$ cat src/rtl/execute.sv
// Execute stage: captures an operation, evaluates it over one or two cycles,
// and holds the result until the controller drops en. The optional carry
// output is enabled by defining EXECUTE_CARRY_EN.
module execute #(
   parameter logic [1:0] OP_NOP = 2'b00,
   parameter logic [1:0] OP_LOD = 2'b01,
   parameter logic [1:0] OP_STR = 2'b10,
   parameter logic [1:0] OP_ADD = 2'b11
) (
   input  logic       clk,
   input  logic       rst,
   input  logic       en,
   input  logic [1:0] op,
   input  logic       srcdst,
   input  logic [7:0] imm,
   input  logic [7:0] a,
   input  logic [7:0] b,
   output logic [7:0] val,
   output logic [1:0] wb_op,
   output logic       wb_srcdst,
   output logic       ready
`ifdef EXECUTE_CARRY_EN
   ,
   output logic       carry
`endif
);

   typedef enum logic [1:0] {
      IDLE  = 2'd0,
      EXEC  = 2'd1,
      ADDHI = 2'd2,
      DONE  = 2'd3
   } state_t;

   state_t     r_state;
   state_t     w_next;
   logic [1:0] r_op;
   logic       r_srcdst;
   logic [7:0] r_imm;
   logic [7:0] r_a;
   logic [7:0] r_b;
   logic [7:0] r_val;
   logic       r_ready;
   logic       r_nc;
   logic [4:0] w_lo_sum;
   logic [4:0] w_hi_sum;
`ifdef EXECUTE_CARRY_EN
   logic       r_carry;
`endif

   // The add is split into nibbles so each cycle only carries a 4-bit adder.
   assign w_lo_sum = {1'b0, r_a[3:0]} + {1'b0, r_b[3:0]};
   assign w_hi_sum = {1'b0, r_a[7:4]} + {1'b0, r_b[7:4]} + {4'b0000, r_nc};

   // NOTE: registers use non-blocking assignments so every flop samples
   // pre-edge values regardless of the order the statements are written in.
   always_ff @(posedge clk) begin
      if (rst) r_state <= IDLE;
      else     r_state <= w_next;
   end

   // NOTE: w_next gets a default before the case so no path leaves it
   // unassigned, which would otherwise infer a latch.
   always_comb begin
      w_next = r_state;
      case (r_state)
         IDLE:    if (en) w_next = EXEC;
         EXEC:    if (!en)                 w_next = IDLE;
                  else if (r_op == OP_ADD) w_next = ADDHI;
                  else                     w_next = DONE;
         ADDHI:   w_next = en ? DONE : IDLE;
         DONE:    if (!en) w_next = IDLE;
         default: w_next = IDLE;
      endcase
   end

   always_ff @(posedge clk) begin
      if (rst) begin
         r_op     <= OP_NOP;
         r_srcdst <= 1'b0;
         r_imm    <= 8'h00;
         r_a      <= 8'h00;
         r_b      <= 8'h00;
         r_val    <= 8'h00;
         r_ready  <= 1'b0;
         r_nc     <= 1'b0;
`ifdef EXECUTE_CARRY_EN
         r_carry  <= 1'b0;
`endif
      end else begin
         // ready is high exactly while the FSM sits in DONE.
         r_ready <= (w_next == DONE);
         if (r_state == IDLE && en) begin
            r_op     <= op;
            r_srcdst <= srcdst;
            r_imm    <= imm;
            r_a      <= a;
            r_b      <= b;
         end
         if (r_state == EXEC && en) begin
            case (r_op)
               OP_LOD:  r_val <= r_imm;
               OP_STR:  r_val <= r_srcdst ? r_b : r_a;
               OP_ADD:  {r_nc, r_val[3:0]} <= w_lo_sum;
               default: r_val <= r_val;
            endcase
         end
         if (r_state == ADDHI && en) begin
            r_val[7:4] <= w_hi_sum[3:0];
`ifdef EXECUTE_CARRY_EN
            r_carry    <= w_hi_sum[4];
`endif
         end
      end
   end

   assign val       = r_val;
   assign wb_op     = r_op;
   assign wb_srcdst = r_srcdst;
   assign ready     = r_ready;
`ifdef EXECUTE_CARRY_EN
   assign carry     = r_carry;
`endif

endmodule

$ cat config.mk
export PLATFORM = sky130hd
export DESIGN_NAME = execute
export DESIGN_NICKNAME = d
export VERILOG_FILES = /design/src/rtl/execute.sv
export SDC_FILE = /design/constraint.sdc
export NUM_CORES = 1
export LEC_CHECK = 0
export ABC_CLOCK_PERIOD_IN_PS = 1600
export CORE_MARGIN = 3
export CORE_UTILIZATION = 25
export DETAILED_ROUTE_END_ITERATION = 12
export PLACE_DENSITY = 0.53
export SLEW_MARGIN = 10
export SYNTH_ARGS = -nofsm -noshare
export SYNTH_HDL_FRONTEND = slang
export SYNTH_SLANG_ARGS = --single-unit
$ cat constraint.sdc
create_clock -name clk -period 1.6 [get_ports clk]
set_input_delay 0.24 -clock clk [delete_from_list [all_inputs] [get_ports clk]]
set_output_delay 0.24 -clock clk [all_outputs]
set_load 0.1 [all_outputs]
# [Yosys cells after proc, flatten, opt, wreduce, memory -nomap -nowiden]
# Cells that the tools add are included.
[word_totals] register_bits=39 rom_bits=0 ram_bits=0 output_inout_bits=12 latch_bits=0 in_bits=30 memories=0
[op_classes] div=0 magnitude_cmp=0 n_mux=11 bitwise_logic=0 reduce_logical=10 n_eq_ne=7 addsub=3 shift=0 n_mul=0
[ops] op="$mux 8" n=2
[ops] op="$pmux 4 s3" n=1
[ops] op="$eq 2x2->1 const B" n=5
[ops] op="$mux 2" n=4
[ops] op="$pmux 2 s4" n=1
[ops] op="$pmux 4 s2" n=1
[ops] op="$reduce_and 2->1" n=3
[ops] op="$reduce_bool 3->1" n=2
[ops] op="$add 4x4->5" n=1
[ops] op="$add 4x1->4" n=1
[ops] op="$add 4x4->4" n=1
[ops] op="$eq 2x1->1 const B" n=2
[ops] op="$mux 4" n=1
[ops] op="$logic_and 1x1->1" n=3
[ops] op="$logic_not 2->1" n=1
[ops] op="$reduce_bool 2->1" n=1
[ops] op="$mux 1" n=1

# [Depth between registers and ports, before layout]
# Gate-level depths: netlist (run 1).
[depth] word_depth=5 depth_mapped=6 mapped_depth_nobuf=6

# [Worst setup path after synthesis (run 1)]
# No wires, ideal clock.
[synth_path] kind="reg-to-reg" start="register r_op[0] (netlist: wb_op[0])" end="register r_nc" path_stages_with_launch=5 setup_ps=132 period_less_slack_ps=1934 path_buffers=1 required_time_ps=1468 slack_ps=-334 arrival_ps=1803 cell_sequence="dfxtp_1 -> buf_4 -> nand2_1 -> a2111oi_0 -> nor3_1"
[synth_via] elab_chain_len=2
[synth_rtl] item="from (decl)" line="37" rtl="logic [1:0] r_op;"
[synth_rtl] item="from (signal assigned)" line="94" rtl="r_op <= op;"
[synth_rtl] item="$eq 2x2->1" line="101" rtl="case (r_op)"
[synth_rtl] item="$reduce_and 2->1 (no source line)"
[synth_rtl] item="to (signal assigned)" line="104" rtl="OP_ADD: {r_nc, r_val[3:0]} <= w_lo_sum;"
[synth_rtl] item="to (decl)" line="44" rtl="logic r_nc;"
# No other way between the ends.
# A chain may end at the register's enable or synchronous reset.

# [Worst setup path after layout (run 1)]
[layout_path] start="register r_a[0]" end="register r_val[2] (netlist: val[2])"
[layout_via] elab_chain_len=2
[layout_rtl] item="from (decl)" line="40" rtl="logic [7:0] r_a;"
[layout_rtl] item="from (signal assigned)" line="82" rtl="r_a <= 8'h00;"
[layout_rtl] item="from (signal assigned)" line="97" rtl="r_a <= a;"
[layout_rtl] item="$add 4x4->5" line="52" rtl="assign w_lo_sum = {1'b0, r_a[3:0]} + {1'b0, r_b[3:0]};"
[layout_rtl] item="$pmux 4 s3" line="101"
[layout_rtl] item="to (signal assigned)" line="102" rtl="OP_LOD: r_val <= r_imm;"
[layout_rtl] item="to (signal assigned)" line="103" rtl="OP_STR: r_val <= r_srcdst ? r_b : r_a;"
[layout_rtl] item="to (signal assigned)" line="104"
[layout_rtl] item="to (decl)" line="42" rtl="logic [7:0] r_val;"
# No other way between the ends.

==> impl_metrics.json, run 1 <==
{
  "wl_um": 4560,
  "rsz0062_at_grt": "yes",
  "path_buf_inv": 1,
  "tightest_slew_ns": 0.355,
  "max_slew_margin": 0.764,
  "min_period_ns": 1.59,
  "layout_commonest_cell": "nand2_1",
  "status": "complete, no violations",
  "gp_congestion": 0.837,
  "die_w_um": 93.4,
  "power.share.combinational": 0.192,
  "cts-root-buf": "clkbuf_8",
  "cp_cell_sequence": "ha_4 -> fa_2 -> buf_6 -> xnor2_2 -> mux2i_1 -> mux2i_1 -> a211oi_2",
  "die_area_sq_um": 8720,
  "dr.pass1.iters": 4,
  "routedWlPerCell_um": 12.0,
  "final-setup-viol-count": 0,
  "grt-ovfl-total": 0,
  "insertion_delay_ns": 0.29,
  "clock_path_buffers": 2,
  "cp_top_family": "adder cells",
  "reg2reg_slack_ns": 0.008,
  "area_growth_pct": 47.7,
  "reg2reg_depth": 7,
  "maxCapViolCount": 0,
  "yosysWarnings": 0,
  "critPathArrivalTime_ns": 1.81,
  "ys_seq_area_frac": 0.409,
  "r2r_start": "r_a[0]",
  "sw_frac_of_total": 0.265,
  "synth.avg_cell_area_sq_um": 8.37,
  "n_antenna_cell": 0,
  "ys_async_sr_fraction": 0,
  "p_int_mw": 1.75,
  "dp_slack_ns": -0.139,
  "slew_violations": 0,
  "vias_per_cell": 4.40,
  "drt_iter0_drc": 49,
  "syn-instance-count": 228,
  "min_path_type": "flip-flop to flip-flop",
  "synth-seq-cells": 39,
  "worstPathRequired_ns": 1.82,
  "drcViolationCount": 0,
  "power.ir.vdd_worst_mv": 0.448,
  "final_cells": 379,
  "grtUsageTotal": 0.113,
  "clk_pin_slew_ns": 0.08,
  "synth_ff_type": "dfxtp_1",
  "htree_num_levels": 2,
  "synth_nets": 267,
  "slowest_delay_ns": 0.35,
  "grt_start_max_net_pins": 28,
  "p_per_area_nw_per_um2": 843,
  "cts.sinks": 39,
  "r2r-end": "val[2]",
  "cts_hold_buf": 0,
  "place_inst": 371,
  "critical_path_class": "flip-flop to flip-flop",
  "whs_ns": 0.456,
  "grt_pass1_vias": 1602,
  "cp-startpoint": "r_a[0]",
  "pwr-share-seq": 0.453,
  "die_h_um": 93.4,
  "io_buffers": 41,
  "worst_clock_skew_ns": 0.00376,
  "min_period_over_period": 0.995,
  "via_count": 1668,
  "hpwlAfterDp_um": 3480,
  "cts_setup_buffers": 0,
  "core_area_sq_um": 7330,
  "cts_made_buffers": 5,
  "fin_nets": 318,
  "initial_core_util": 0.260,
  "power_frac_clock": 0.355,
  "worst_slack_ns": 0.00758,
  "power.switching_mw": 0.629,
  "worst_setup_path_end_kind": "flip-flop",
  "ant_nets": 0,
  "leakage_nw": 1.02,
  "ios": 42,
  "grt_first_pass_wirelength_um": 7720,
  "max_freq_mhz": 628,
  "cp_max_fo": 2,
  "antenna_found_initial": 0,
  "cp-endpoint": "val[2]",
  "synthesis.area_sq_um": 1910,
  "slowest_stage": "fa_2",
  "finalHoldViolations": 0,
  "cts_tree": "yes",
  "path_depth": 7,
  "cp-start-kind": "flip-flop",
  "final_cell_mix": "nand2_1, dfxtp_1, a21oi_1",
  "rows": 31,
  "critPathMostFrequentCell": "mux2i_1",
  "drive_gt1_frac": 0.211,
  "synth_edf_count": 0,
  "ys_types": 37
}
==> tightest hold or removal path, stage by stage, from the launching register on <==
cell	delay, ns
dfxtp_1	0.31
nand2_1	0.05
a21oi_1	0.05
==> worst min path at each step <==
| stage | slack, ns | start | cells after the start | to |
|---|---|---|---|---|
| after detailed placement | 0.45 | r_imm[6] | 2 | r_imm[6] |
| after CTS | 0.46 | r_imm[6] | 2 | r_imm[6] |
| after floorplan | 0.37 | op[0] | 2 | wb_op[0] |
| after global routing | 0.47 | r_imm[6] | 2 | r_imm[6] |
| after global placement | 0.44 | r_imm[6] | 2 | r_imm[6] |
| final | 0.46 | r_imm[6] | 2 | r_imm[6] |
==> cell type report <==
| class | count | area [sq um] |
|---|---|---|
| clock buffers | 6 | 82.6 |
| clock inverters | 2 | 35.0 |
| fillers | 738 | 4510 |
| inverters | 5 | 18.8 |
| multi-input cells | 171 | 1090 |
| flip-flops and latches | 39 | 791 |
| well taps | 99 | 124 |
| repair buffers | 57 | 679 |
==> repair_timing <==
action                                  CTS  global route
gates cloned                              0             0
gates resized for setup                   7            10
endpoints found under the setup margin    2             6
pin swaps                                 1             1
==> registers in the layout, summed over array words and instances (netlist names) <==
| register | cells |
|---|---|
| r_a | 8 |
| wb_srcdst | 1 |
| r_state | 2 |
| r_b | 8 |
| wb_op | 2 |
| ready | 1 |
| r_imm | 8 |
| r_nc | 1 |
| val | 8 |
==> per-stage QoR <==
step / utilization / TNS [ns] / area, sq um / total power, mW
final: 0.384 / 0 / 2820 / 2.37
after global routing: 0.384 / -0.111 / 2820 / 2.50
after CTS: 0.379 / -0.00149 / 2780 / 2.40
after detailed placement: 0.360 / -0.265 / 2640 / 1.55
after global placement: 0.360 / -0.132 / 2640 / 1.54
after floorplan: - / -0.0577 / 1910 / 1.34
==> cell usage after synthesis (all sizes together), types with 2 or more instances <==
| cell | count | area [sq um] |
|---|---|---|
| clkbuf | 5 | 18.8 |
| nor2 | 11 | 51.3 |
| mux2i | 11 | 110 |
| o211ai | 5 | 37.5 |
| o21ai | 4 | 27.5 |
| nor2b | 2 | 12.5 |
| a21o | 4 | 30.0 |
| a211oi | 4 | 30.0 |
| fa | 3 | 60.1 |
| dfxtp | 39 | 781 |
| nand2b | 3 | 18.8 |
| inv | 5 | 18.8 |
| nand3b | 2 | 18.8 |
| buf | 8 | 55.1 |
| nand2 | 66 | 250 |
| a21oi | 30 | 150 |
| xnor2 | 4 | 35.0 |
| ha | 6 | 75.1 |
| nand3 | 2 | 10.0 |
| a31oi | 3 | 18.8 |
==> routing by layer <==
layer,vias to the layer above,share of wire,track usage
met5,-,0,0
met1,752,0.51,0.158
met2,28,0.43,0.166
met3,6,0.043,0.0354
li1,882,-,-
met4,0,0.013,0.0366
==> power groups by stage <==
stage	clock network, mW	logic [mW]	registers [mW]
2_1_floorplan	0	0.195	1.15
3_3_place_gp	0	0.446	1.09
3_5_place_dp	0	0.449	1.10
4_1_cts	0.866	0.453	1.08
5_1_grt	0.911	0.501	1.09
6_report	0.843	0.456	1.08
==> cell families after synthesis <==
| family | synth area share |
|---|---|
| xor+xnor | 0.0229 |
| flops | 0.409 |
| mux | 0.0577 |
| buf+inv | 0.0485 |
| simple gates | 0.202 |
| fa+ha+maj | 0.0708 |
| compound gates | 0.189 |
Power figures use the tool's default switching activity.
==> inputs of run 2 (changes only) <==
Settings changed: SLEW_MARGIN 10 to 30.
==> results of run 2 <==
No change in the layout: final DEF, timing and power equal those of run 1.
==> inputs of run 3 (changes only) <==
Settings changed: CTS_BUF_LIST set to sky130_fd_sc_hd__clkbuf_16.
==> impl_metrics.json, run 3 (same netlist as run 1, synthesis figures left out) <==
{
  "rows": 31,
  "cp_cell_sequence": "ha_4 -> fa_2 -> buf_6 -> xnor2_2 -> mux2i_1 -> mux2i_1 -> a211oi_2",
  "max_freq_mhz": 631,
  "worst_slack_ns": 0.0147,
  "antenna_found_initial": 0,
  "ios": 42,
  "cts-root-buf": "clkbuf_16",
  "grt_first_pass_wirelength_um": 7840,
  "min_path_type": "flip-flop to flip-flop",
  "fin_nets": 318,
  "drive_gt1_frac": 0.211,
  "die_h_um": 93.4,
  "slowest_stage": "fa_2",
  "reg2reg_depth": 7,
  "hpwlAfterDp_um": 3480,
  "tightest_slew_ns": 0.356,
  "drcViolationCount": 0,
  "via_count": 1683,
  "initial_core_util": 0.260,
  "maxCapViolCount": 0,
  "insertion_delay_ns": 0.28,
  "layout_commonest_cell": "nand2_1",
  "cp-start-kind": "flip-flop",
  "max_slew_margin": 0.762,
  "cts_tree": "yes",
  "clk_pin_slew_ns": 0.06,
  "wl_um": 4600,
  "grt-ovfl-total": 0,
  "hold_start": "r_imm[6]",
  "cts_hold_buf": 0,
  "grtUsageTotal": 0.115,
  "cp-startpoint": "r_a[0]",
  "grt_start_max_net_pins": 28,
  "ant_nets": 0,
  "drt_iter0_drc": 68,
  "power.ir.vdd_worst_mv": 0.436,
  "critPathArrivalTime_ns": 1.79,
  "slowest_delay_ns": 0.35,
  "critical_path_class": "flip-flop to flip-flop",
  "slew_violations": 0,
  "dp_slack_ns": -0.139,
  "p_per_area_nw_per_um2": 916,
  "cts_setup_buffers": 0,
  "grt_pass1_vias": 1616,
  "die_area_sq_um": 8720,
  "cp_max_fo": 2,
  "worstPathRequired_ns": 1.80,
  "rsz0062_at_grt": "yes",
  "whs_ns": 0.453,
  "die_w_um": 93.4,
  "routedWlPerCell_um": 12.1,
  "gp_congestion": 0.837,
  "clock_path_buffers": 2,
  "cts_made_buffers": 5,
  "p_total_mw": 2.63,
  "area_growth_pct": 50.2,
  "min_period_ns": 1.59,
  "min_period_over_period": 0.991,
  "worst_clock_skew_ns": 0.00317,
  "status": "complete, no violations",
  "dr.pass1.iters": 4,
  "htree_num_levels": 2,
  "io_buffers": 41,
  "worst_setup_path_end_kind": "flip-flop",
  "leakage_nw": 1.04,
  "final-setup-viol-count": 0,
  "hold_path_depth": 2,
  "r2r_start": "r_a[0]",
  "core_area_sq_um": 7330,
  "final_cell_mix": "nand2_1, dfxtp_1, a21oi_1",
  "vias_per_cell": 4.44,
  "finalHoldViolations": 0,
  "n_antenna_cell": 0,
  "critPathMostFrequentCell": "mux2i_1",
  "cts.sinks": 39
}
## run 3: cell types whose count changed in the layout (fill, tap and decap cells not counted), sizes merged
cell	change
clkinv	+1
clkbuf	-1
## run 3: final cells by class
type                       instances  area (sq um)
fill                             731          4460
multi-input combinational        171          1090
sequential                        39           791
timing repair buffer              57           679
clock buffer                       5           125
tap                               99           124
clock inverter                     3          38.8
inverter                           5          18.8
## run 3: critical path: cells and delay by family, from the launching register on
family	cells	cell delay, ns
buf+inv	1	0.13
xor+xnor	1	0.12
mux	2	0.25
flops	1	0.33
compound gates	1	0.17
fa+ha+maj	2	0.51
## run 3: path summary, 6_finish.rpt
| path | to | slack [ns] |
|---|---|---|
| setup / recovery | val[2] | 0.01 |
| setup reg to reg | val[2] | 0.01 |
| hold reg to reg | r_imm[6] | 0.45 |
| hold / removal | r_imm[6] | 0.45 |
## run 3: what timing repair did
action                                  4_1_cts  5_1_grt
endpoints found under the setup margin        2        6
hold endpoints to repair                      0        0
gates resized for setup                       7       11
pin swaps                                     1        1
## run 3: power by group
group / internal, mW / switching (mW) / total (mW) / leakage (nW)
logic: 0.220 / 0.236 / 0.457 / 0.636
registers: 1.02 / 0.0555 / 1.08 / 0.322
clock network: 0.726 / 0.366 / 1.09 / 0.0812
## run 3: per-layer routing
layer	up-vias	GRT usage	routed length [um]	part of all wire
met5	-	0	0	0
met4	0	0.0342	55	0.012
met3	6	0.0378	285	0.062
met2	44	0.169	1980	0.43
met1	746	0.160	2280	0.50
li1	887	-	-	-
## run 3: stage by stage
stage | setup TNS [ns] | utilization | instance area, sq um | std cells
floorplan | -0.0577 | - | 1910 | 228
global placement | -0.132 | 0.360 | 2640 | 371
detailed placement | -0.265 | 0.360 | 2640 | 371
CTS | 0 | 0.385 | 2830 | 379
global route | -0.143 | 0.391 | 2870 | 379
finish | 0 | 0.391 | 2870 | 379
